--- config.mk ---
export PLATFORM = sky130hd
export DESIGN_NAME = tod_sequencer
export DESIGN_NICKNAME = d
export VERILOG_FILES = /design/src/rtl/alarm_pkg.sv /design/src/rtl/tod_carry_decode.sv /design/src/rtl/tod_sequencer.sv
export SDC_FILE = /design/constraint.sdc
export NUM_CORES = 1
export LEC_CHECK = 0
export ABC_AREA = 1
export BUFFER_PORTS_ARGS = -buffer_cell sky130_fd_sc_hd__buf_2
export CAP_MARGIN = 25
export CORE_ASPECT_RATIO = 1.2
export CORE_MARGIN = 5
export CORE_UTILIZATION = 47
export CTS_CLUSTER_DIAMETER = 80
export CTS_CLUSTER_SIZE = 14
export DETAILED_ROUTE_END_ITERATION = 6
export PLACE_DENSITY = 0.91
export SLEW_MARGIN = 20
export SYNTH_ARGS = -nofsm -noshare
export SYNTH_HDL_FRONTEND = slang
export SYNTH_SLANG_ARGS = --single-unit
export TNS_END_PERCENT = 1
--- constraint.sdc ---
create_clock -name Clk -period 2.6 [get_ports Clk]
set_input_delay 0.52 -clock Clk [delete_from_list [all_inputs] [get_ports Clk]]
set_output_delay 0.52 -clock Clk [all_outputs]
set_load 0.005 [all_outputs]
--- src/rtl/alarm_pkg.sv ---
// rtl/alarm_pkg.sv - shared constants and encodings for the alarm clock time-of-day chain
package alarm_pkg;

  typedef enum logic [1:0] {
    RUN     = 2'd0,
    SET_HR  = 2'd1,
    SET_MIN = 2'd2,
    SETTLE  = 2'd3
  } mode_t;

  typedef enum logic [1:0] {
    GRP_NONE    = 2'd0,
    GRP_ALL     = 2'd1,
    GRP_HOURS   = 2'd2,
    GRP_MINUTES = 2'd3
  } grp_t;

  localparam int DIG_SO = 0;
  localparam int DIG_ST = 1;
  localparam int DIG_MO = 2;
  localparam int DIG_MT = 3;
  localparam int DIG_HO = 4;
  localparam int DIG_HT = 5;

  localparam logic [3:0] MAX_SO = 4'd9;
  localparam logic [2:0] MAX_ST = 3'd5;
  localparam logic [3:0] MAX_MO = 4'd9;
  localparam logic [2:0] MAX_MT = 3'd5;
  localparam logic [3:0] MAX_HO = 4'd9;

  localparam logic [1:0] HWRAP_T    = 2'd2;
  localparam logic [3:0] HWRAP_O    = 4'd3;
  localparam logic [1:0] HT_ILLEGAL = 2'd3;

  localparam logic [5:0] BLINK_HR  = 6'b110000;
  localparam logic [5:0] BLINK_MIN = 6'b001100;

endpackage

--- src/rtl/tod_carry_decode.sv ---
// rtl/tod_carry_decode.sv - combinational carry decode for one advance of a digit group
module tod_carry_decode
  import alarm_pkg::*;
(
  input  grp_t       grp,
  input  logic [3:0] s_o,
  input  logic [2:0] s_t,
  input  logic [3:0] m_o,
  input  logic [2:0] m_t,
  input  logic [3:0] h_o,
  input  logic [1:0] h_t,
  output logic [5:0] inc,
  output logic [5:0] ld
);

  logic carry;

  always_comb begin
    inc   = '0;
    ld    = '0;
    carry = (grp == GRP_ALL);
    if (carry) begin
      if (s_o >= MAX_SO) ld[DIG_SO] = 1'b1;
      else begin inc[DIG_SO] = 1'b1; carry = 1'b0; end
    end
    if (carry) begin
      if (s_t >= MAX_ST) ld[DIG_ST] = 1'b1;
      else begin inc[DIG_ST] = 1'b1; carry = 1'b0; end
    end
    if (grp == GRP_MINUTES) carry = 1'b1;
    if (carry) begin
      if (m_o >= MAX_MO) ld[DIG_MO] = 1'b1;
      else begin inc[DIG_MO] = 1'b1; carry = 1'b0; end
    end
    if (carry) begin
      if (m_t >= MAX_MT) ld[DIG_MT] = 1'b1;
      else begin inc[DIG_MT] = 1'b1; carry = 1'b0; end
    end
    // Minute-only advance never reaches the hours; hour-only advance starts there.
    if (grp == GRP_HOURS) carry = 1'b1;
    else if (grp == GRP_MINUTES) carry = 1'b0;
    if (carry) begin
      if (h_t == HT_ILLEGAL || (h_t == HWRAP_T && h_o >= HWRAP_O)) begin
        ld[DIG_HO] = 1'b1;
        ld[DIG_HT] = 1'b1;
      end else if (h_o >= MAX_HO) begin
        ld[DIG_HO]  = 1'b1;
        inc[DIG_HT] = 1'b1;
      end else begin
        inc[DIG_HO] = 1'b1;
      end
    end
  end

endmodule

--- src/rtl/tod_sequencer.sv ---
// rtl/tod_sequencer.sv - HH:MM:SS strobe sequencer with set-mode FSM and blink mask
module tod_sequencer
  import alarm_pkg::*;
(
  input  logic       Clk,
  input  logic       Clr,
  input  logic       Tick,
  input  logic       Btn_Mode,
  input  logic       Btn_Inc,
  input  logic [3:0] S_O,
  input  logic [2:0] S_T,
  input  logic [3:0] M_O,
  input  logic [2:0] M_T,
  input  logic [3:0] H_O,
  input  logic [1:0] H_T,
  output logic [5:0] Inc,
  output logic [5:0] Ld,
  output logic [1:0] Mode,
  output logic [5:0] Blink
);

  mode_t      state, state_n, ret, dest;
  grp_t       grp;
  logic       phase, phase_n, pend_tick, pend_tick_n, pend_inc, pend_inc_n;
  logic       tick_e, inc_e, exit_ld;
  logic [5:0] dec_inc, dec_ld, inc_n, ld_n, blink_n;

  tod_carry_decode u_decode (
    .grp (grp),
    .s_o (S_O),
    .s_t (S_T),
    .m_o (M_O),
    .m_t (M_T),
    .h_o (H_O),
    .h_t (H_T),
    .inc (dec_inc),
    .ld  (dec_ld)
  );

  // dest is the user state to be in once any strobe has settled.
  always_comb begin
    tick_e      = 1'b0;
    inc_e       = 1'b0;
    grp         = GRP_NONE;
    dest        = ret;
    exit_ld     = 1'b0;
    pend_tick_n = pend_tick;
    pend_inc_n  = pend_inc;
    if (state == SETTLE) begin
      pend_tick_n = pend_tick | Tick;
      pend_inc_n  = pend_inc | Btn_Inc;
    end else begin
      tick_e      = Tick | pend_tick;
      inc_e       = (Btn_Inc | pend_inc) & ~Btn_Mode;
      pend_tick_n = 1'b0;
      pend_inc_n  = 1'b0;
      dest        = state;
      case (state)
        RUN: begin
          if (tick_e) grp = GRP_ALL;
          if (Btn_Mode) dest = SET_HR;
        end
        SET_HR: begin
          if (inc_e) grp = GRP_HOURS;
          if (Btn_Mode) dest = SET_MIN;
        end
        SET_MIN: begin
          if (Btn_Mode) begin
            dest    = RUN;
            exit_ld = 1'b1;
          end else if (inc_e) begin
            grp = GRP_MINUTES;
          end
        end
        default: ;
      endcase
    end
    phase_n = phase ^ tick_e;
  end

  always_comb begin
    inc_n = dec_inc;
    ld_n  = dec_ld;
    if (exit_ld) ld_n[DIG_ST:DIG_SO] = 2'b11;
    state_n = dest;
    if (|(inc_n | ld_n)) state_n = SETTLE;
    blink_n = '0;
    if (phase_n) begin
      case (dest)
        SET_HR:  blink_n = BLINK_HR;
        SET_MIN: blink_n = BLINK_MIN;
        default: ;
      endcase
    end
  end

  always_ff @(posedge Clk or negedge Clr) begin
    if (!Clr) begin
      state     <= RUN;
      ret       <= RUN;
      phase     <= 1'b0;
      pend_tick <= 1'b0;
      pend_inc  <= 1'b0;
      Inc       <= '0;
      Ld        <= '0;
      Blink     <= '0;
    end else begin
      state     <= state_n;
      ret       <= dest;
      phase     <= phase_n;
      pend_tick <= pend_tick_n;
      pend_inc  <= pend_inc_n;
      Inc       <= inc_n;
      Ld        <= ld_n;
      Blink     <= blink_n;
    end
  end

  assign Mode = state;

endmodule

# [After elaboration in Yosys (flattened, before gate mapping)]
# Index checks and enable logic that the tools add are counted.
[classes] reduce_logical=4 eq_ne=10 n_bitwise=6 n_lt_le_gt_ge=6 n_mux=47
[op_table] cell="1-bit 2-to-1 mux" n=30
[op_table] cell="2-bit 2-to-1 mux" n=13
[op_table] cell="2-bit equality test, second input constant" n=7
[op_table] cell="4-bit >= comparator, second input constant" n=3
[op_table] cell="2-bit one-hot mux with 3 select lines" n=2
[op_table] cell="6-bit one-hot mux with 2 select lines" n=1
[op_table] cell="2-bit by 1-bit equality test with 1-bit output, second input constant" n=3
[op_table] cell="3-bit >= comparator, second input constant" n=2
[op_table] cell="6-bit 2-to-1 mux" n=1
[op_table] cell="6-bit bitwise OR" n=1
[op_table] cell="6-bit OR reduction" n=1
[op_table] cell="4-bit by 2-bit >= comparator with 1-bit output, second input constant" n=1
[op_table] cell="2-bit zero test" n=1
[op_table] cell="1-bit bitwise OR" n=2
[op_table] cell="1-bit AND" n=1
[op_table] cell="1-bit logical AND" n=1
[op_table] cell="1-bit logical OR" n=1
[op_table] cell="1-bit NOT" n=1
[op_table] cell="1-bit bitwise XOR" n=1
[totals] out_inout_bits=20 ff_bits=25

# [Depth between registers and ports, before layout]
[logic_depth] depth_word=18 mapped_depth=10 depth_no_buf=10

# [Cells and area by module]
# A second synthesis with hierarchy kept.
[hier_totals] hier_cells=124 hier_area_um2=1014.7
[modules_own_cells] mod="tod_sequencer" cells_each=77 area_each_um2=792.0 seq_area_each_um2=525.5 n_inst=1
[modules_own_cells] mod="tod_carry_decode" cells_each=47 area_each_um2=222.7 seq_area_each_um2=0.0 n_inst=1

# [Worst setup path after synthesis]
# Ideal clock, no wire load.
[synth_path] kind="input -> register" startpoint="input port Btn_Inc" endpoint="register Inc[4]" path_buffers=0 arrival_time_ns=1.241 setup_ns=0.071 stages=8 setup_slack_ns=1.288 cell_sequence="inv_1 -> a21oi_2 -> nand3_1 -> nand2_1 -> nand3_2 -> nand2_2 -> nand2_2 -> nor2_1"
[synth_between] elab_chain_len=15
[synth_lines] item="start, declared" line_no="tod_sequencer.sv:9" text="input logic Btn_Inc,"
[synth_lines] item="1-bit bitwise OR (*)" line_no="tod_sequencer.sv:54" text="inc_e = (Btn_Inc | pend_inc) & ~Btn_Mode;"
[synth_lines] item="1-bit AND (*)" line_no="tod_sequencer.sv:54"
[synth_lines] item="2-bit 2-to-1 mux" line_no="tod_sequencer.sv:71" text="end else if (inc_e) begin"
[synth_lines] item="2-bit 2-to-1 mux" line_no="tod_sequencer.sv:68" text="if (Btn_Mode) begin"
[synth_lines] item="2-bit one-hot mux with 3 select lines (*)" line_no="tod_sequencer.sv:58" text="case (state)"
[synth_lines] item="2-bit 2-to-1 mux (*)" line_no="tod_sequencer.sv:49" text="if (state == SETTLE) begin"
[synth_lines] item="2-bit by 1-bit equality test with 1-bit output" line_no="tod_carry_decode.sv:21" text="carry = (grp == GRP_ALL);"
[synth_lines] item="1-bit 2-to-1 mux" line_no="tod_carry_decode.sv:22" text="if (carry) begin"
[synth_lines] item="1-bit 2-to-1 mux" line_no="tod_carry_decode.sv:26" text="if (carry) begin"
[synth_lines] item="1-bit 2-to-1 mux" line_no="tod_carry_decode.sv:30" text="if (grp == GRP_MINUTES) carry = 1'b1;"
[synth_lines] item="1-bit 2-to-1 mux" line_no="tod_carry_decode.sv:31" text="if (carry) begin"
[synth_lines] item="1-bit 2-to-1 mux" line_no="tod_carry_decode.sv:35" text="if (carry) begin"
[synth_lines] item="1-bit 2-to-1 mux" line_no="tod_carry_decode.sv:41" text="else if (grp == GRP_MINUTES) carry = 1'b0;"
[synth_lines] item="1-bit 2-to-1 mux (*)" line_no="tod_carry_decode.sv:40" text="if (grp == GRP_HOURS) carry = 1'b1;"
[synth_lines] item="2-bit 2-to-1 mux (*)" line_no="tod_carry_decode.sv:42" text="if (carry) begin"
[synth_lines] item="net dec_inc[4]" line_no="tod_sequencer.sv:26" text="logic [5:0] dec_inc, dec_ld, inc_n, ld_n, blink_n;"
[synth_lines] item="end signal, assigned" line_no="tod_sequencer.sv:113" text="Inc <= inc_n;"
[synth_lines] item="end, declared" line_no="tod_sequencer.sv:16" text="output logic [5:0] Inc,"
# The timed path passes the listed nets; every way through them passes the cells marked *.

# [Worst setup path in the final report]
[layout_path] startpoint="register state[0], in the netlist Mode[0]" endpoint="output port Mode[0]"
[layout_lines] item="start, declared" line_no="tod_sequencer.sv:22" text="mode_t state, state_n, ret, dest;"
[layout_lines] item="start signal, assigned" line_no="tod_sequencer.sv:108" text="state <= state_n;"
[layout_lines] item="end, declared" line_no="tod_sequencer.sv:18" text="output logic [1:0] Mode,"
# No word-level cell between the ends.

==> out/summary.txt <==
======================================================================================
Post-route ant nets                                                                  0
Origin of the worst setup path                                                 Mode[0]
Max Cap Violations                                                                   0
Boundary Pins                                                                       45
Kind of capture point of the worst setup path                             primary output
Final setup violating endpoints                                                      0
Worst voltage drop across the vdd grid                                     0.0006694 V
Total Routed Length                                                           1.907 mm
ANT cells                                                                            0
First-pass GRT wire length                                                    3.229 mm
Worst Reg2Reg Path Length in Cells                                                   9
Vias per inst                                                                    4.926
DP Wirelength                                                                 1.584 mm
Worst skew pair latency                                                         290 ps
Initial standard-cell utilization of the core                                   0.4956
CTS resizes                                                                          0
Critical path peak fanout                                                            5
Cells along the critical path                                                    buf_2
Startpoint of the most critical register-to-register path                      Mode[0]
Switching fraction of total power                                               0.3655
Post-layout instance count excluding filler cells                                  162
Clk slew on worst S/H paths                                                     110 ps
Fin nets                                                                           169
Clock tree from TritonCTS                                                         done
Leakage dissipation                                                          0.7204 nW
Largest net degree at the start of global routing                                   22
I/O Buffers                                                                         42
Routed met2 length                                                            1.080 mm
Cell Int Power                                                                620.8 uW
Slew Limit Fails                                                                     0
DR pass1 iterations                                                                  4
Die span in x                                                                 50.33 um
Worst setup path category                                                   reg -> out
Vias in the first global route                                                     825
Grt total ovfl                                                                       0
Fin. Hold Viols                                                                      0
Fillcell total                                                                     177
Part of the total power dissipated in combinational logic                        0.369
Synthesis warning total                                                              0
Startpoint type of the worst setup path                                           flop
Clock period minus final worst setup slack                                     1419 ps
CP max stage delay                                                              450 ps
Clock buffer count from CTS                                                          3
Synthesized instance count                                                         100
Cell with the biggest individual delay on the critical path               sky130_fd_sc_hd__dfrtp_1
Net switching power figure                                                    357.6 uW
Buffers plus inverters on the worst setup path                                       1
Total number of placement rows                                                      17
Number of different library cells in the post-synthesis netlist                     24
Number of DRC violations after detailed-routing iteration 0                         20
Setup repair after global routing missed its margin                              false
Clk network pwr share                                                            0.150
Worst path top cell family by delay                                         flip-flops
Total Die Area                                                              2938 sq um
Fraction of final layout cells with drive strength greater than 1               0.3916
DRC                                                                                  0
Class of the worst hold path                                               in -> async
CTS H-tree lvls                                                                      1
Status                                                                       completed
Flop2flop setup slack                                                          1210 ps
Chip Height                                                                   58.39 um
Last element of the critical path                                              Mode[0]
Clk buf depth                                                                        2
Area growth from synthesis to final layout                                      25.65%
Required time reported for the critical path endpoint                          2080 ps
Max Clk Rate                                                                 704.7 MHz
Critical path arrival                                                           900 ps
Power density normalized to cell area                                     849.0 nW/um^2
Clock root cell                                                           sky130_fd_sc_hd__clkbuf_4
Weighted congestion reported at the end of routability-driven placement         0.7658
Routed WL per cell                                                            11.77 um
Syn Area/Cell                                                              9.171 sq um
Sequential power share                                                           0.481
WP depth                                                                             1
Hold bufs inserted after CTS                                                         0
Final Cycle Share                                                               0.5458
Number of clock sinks seen by CTS                                                   21
Via total after detailed routing                                                   798
Final setup TNS                                                                   0 ps
Top metal layer carrying routed signals                                           met4
Final Skew                                                                    5.925 ps
Wire length on met3                                                             158 um
Global-route usage over all layers                                              0.1362
Routed met1 length                                                              665 um
Flip-flop and latch count after synthesis                                           21
Antenna violations before repair                                                     0
Number of setup buffers added after CTS                                              0
Reg2reg end                                                                     Inc[5]
Placed Cells incl. Taps                                                            158
Mapped cell area                                                           917.1 sq um
Sequential cell area fraction in the yosys report                               0.5730
Core ar.                                                                    1851 sq um
======================================================================================
## layout by cell type (no fill, tap or decap)
cell type / n
sky130_fd_sc_hd__o21ai_1: 2
sky130_fd_sc_hd__conb_1: 2
sky130_fd_sc_hd__clkbuf_4: 3
sky130_fd_sc_hd__o21ai_0: 2
sky130_fd_sc_hd__nand3_2: 2
sky130_fd_sc_hd__nand2_1: 14
sky130_fd_sc_hd__nor2_4: 1
sky130_fd_sc_hd__a31oi_1: 1
sky130_fd_sc_hd__nand2_2: 3
sky130_fd_sc_hd__dfrtp_1: 21
sky130_fd_sc_hd__o21a_1: 1
sky130_fd_sc_hd__or2_0: 1
sky130_fd_sc_hd__clkinv_2: 1
sky130_fd_sc_hd__xnor2_1: 1
sky130_fd_sc_hd__a32oi_1: 1
sky130_fd_sc_hd__inv_2: 2
sky130_fd_sc_hd__buf_2: 42
sky130_fd_sc_hd__nor2_1: 13
sky130_fd_sc_hd__nor3_1: 2
sky130_fd_sc_hd__nand4_1: 2
sky130_fd_sc_hd__nand3_1: 3
sky130_fd_sc_hd__a21oi_2: 1
sky130_fd_sc_hd__o31a_2: 1
sky130_fd_sc_hd__a21oi_1: 2
sky130_fd_sc_hd__o31ai_1: 1
sky130_fd_sc_hd__inv_1: 18
## area by class of cell
| class | instances | area, sq um | share of cell area |
|---|---|---|---|
| inverters | 20 | 75.07 | 0.06515 |
| well taps | 19 | 23.77 | 0.02063 |
| repair buffers | 42 | 210.2 | 0.1824 |
| clock buffers | 3 | 22.52 | 0.01954 |
| clock inverters | 1 | 5.005 | 0.004343 |
| flip-flops and latches | 21 | 525.5 | 0.4560 |
| multi-input cells | 56 | 290.3 | 0.2519 |
## stage by stage
step	setup slack, ps	hold slack [ps]	utilization	power (mW)	instance area (sq um)
after global placement	1135	462.2	0.6078	0.8111	1125
after detailed placement	1011	464.1	0.6078	0.8353	1125
after floorplan	1288	224.4	-	0.7059	920.9
final	1181	144.9	0.6227	0.9784	1152
after CTS	1170	148.0	0.6227	0.9860	1152
after global routing	1083	145.5	0.6227	1.060	1152
## power by group through the flow
| stage | clock [mW] | combinational [mW] | sequential (mW) |
|---|---|---|---|
| 2_1_floorplan | 0 | 0.230 | 0.476 |
| 3_3_place_gp | 0 | 0.341 | 0.470 |
| 3_5_place_dp | 0 | 0.360 | 0.475 |
| 4_1_cts | 0.154 | 0.362 | 0.470 |
| 5_1_grt | 0.174 | 0.405 | 0.481 |
| 6_report | 0.147 | 0.361 | 0.471 |
## state kept, by name (all words and copies together) (netlist names)
| name | count |
|---|---|
| Blink | 2 |
| ret | 2 |
| Ld | 6 |
| Inc | 6 |
| phase | 1 |
| pend_tick | 1 |
| Mode | 2 |
| pend_inc | 1 |
## worst min path at each step
stage               start   endpoint  depth (start not counted)
CTS                   Clr  pend_tick                          1
finish                Clr  pend_tick                          1
global route          Clr   Blink[4]                          1
floorplan             Clr   Blink[3]                          0
global placement    phase      phase                          1
detailed placement  phase      phase                          1
## cell families after synthesis
family | synth area share
AND/OR/NAND/NOR | 0.2128
AO/OA/AOI/OAI | 0.08596
buffers and inverters | 0.1146
other | 0.004089
XOR/XNOR | 0.009552
flip-flops | 0.5730
## cell usage after synthesis
| cell type | count | area [sq um] |
|---|---|---|
| sky130_fd_sc_hd__a21oi_1 | 2 | 10.01 |
| sky130_fd_sc_hd__or2_0 | 1 | 6.260 |
| sky130_fd_sc_hd__o21a_1 | 1 | 7.510 |
| sky130_fd_sc_hd__buf_4 | 4 | 30.03 |
| sky130_fd_sc_hd__conb_1 | 1 | 3.750 |
| sky130_fd_sc_hd__nand4_1 | 2 | 12.51 |
| sky130_fd_sc_hd__nand3_1 | 3 | 15.01 |
| sky130_fd_sc_hd__o21ai_1 | 2 | 10.01 |
| sky130_fd_sc_hd__nor2_1 | 13 | 48.80 |
| sky130_fd_sc_hd__inv_1 | 18 | 67.56 |
| sky130_fd_sc_hd__o31ai_1 | 1 | 7.510 |
| sky130_fd_sc_hd__nand3_2 | 2 | 20.02 |
| sky130_fd_sc_hd__nand2_2 | 3 | 18.77 |
| sky130_fd_sc_hd__inv_2 | 2 | 7.510 |
| sky130_fd_sc_hd__o21ai_0 | 2 | 10.01 |
| sky130_fd_sc_hd__nor2_4 | 1 | 11.26 |
| sky130_fd_sc_hd__a32oi_1 | 1 | 8.760 |
| sky130_fd_sc_hd__a31oi_1 | 1 | 6.260 |
| sky130_fd_sc_hd__xnor2_1 | 1 | 8.760 |
| sky130_fd_sc_hd__nor3_1 | 2 | 10.01 |
| sky130_fd_sc_hd__nand2_1 | 14 | 52.55 |
| sky130_fd_sc_hd__o31a_2 | 1 | 10.01 |
| sky130_fd_sc_hd__a21oi_2 | 1 | 8.760 |
| sky130_fd_sc_hd__dfrtp_1 | 21 | 525.5 |
## metal layers
metal  GRT usage  vias up
met2      0.2567       36
li1            -      389
met3     0.03038        2
met5           0        -
met4     0.04380        0
met1      0.1482      371
Power figures use the tool's default switching activity.
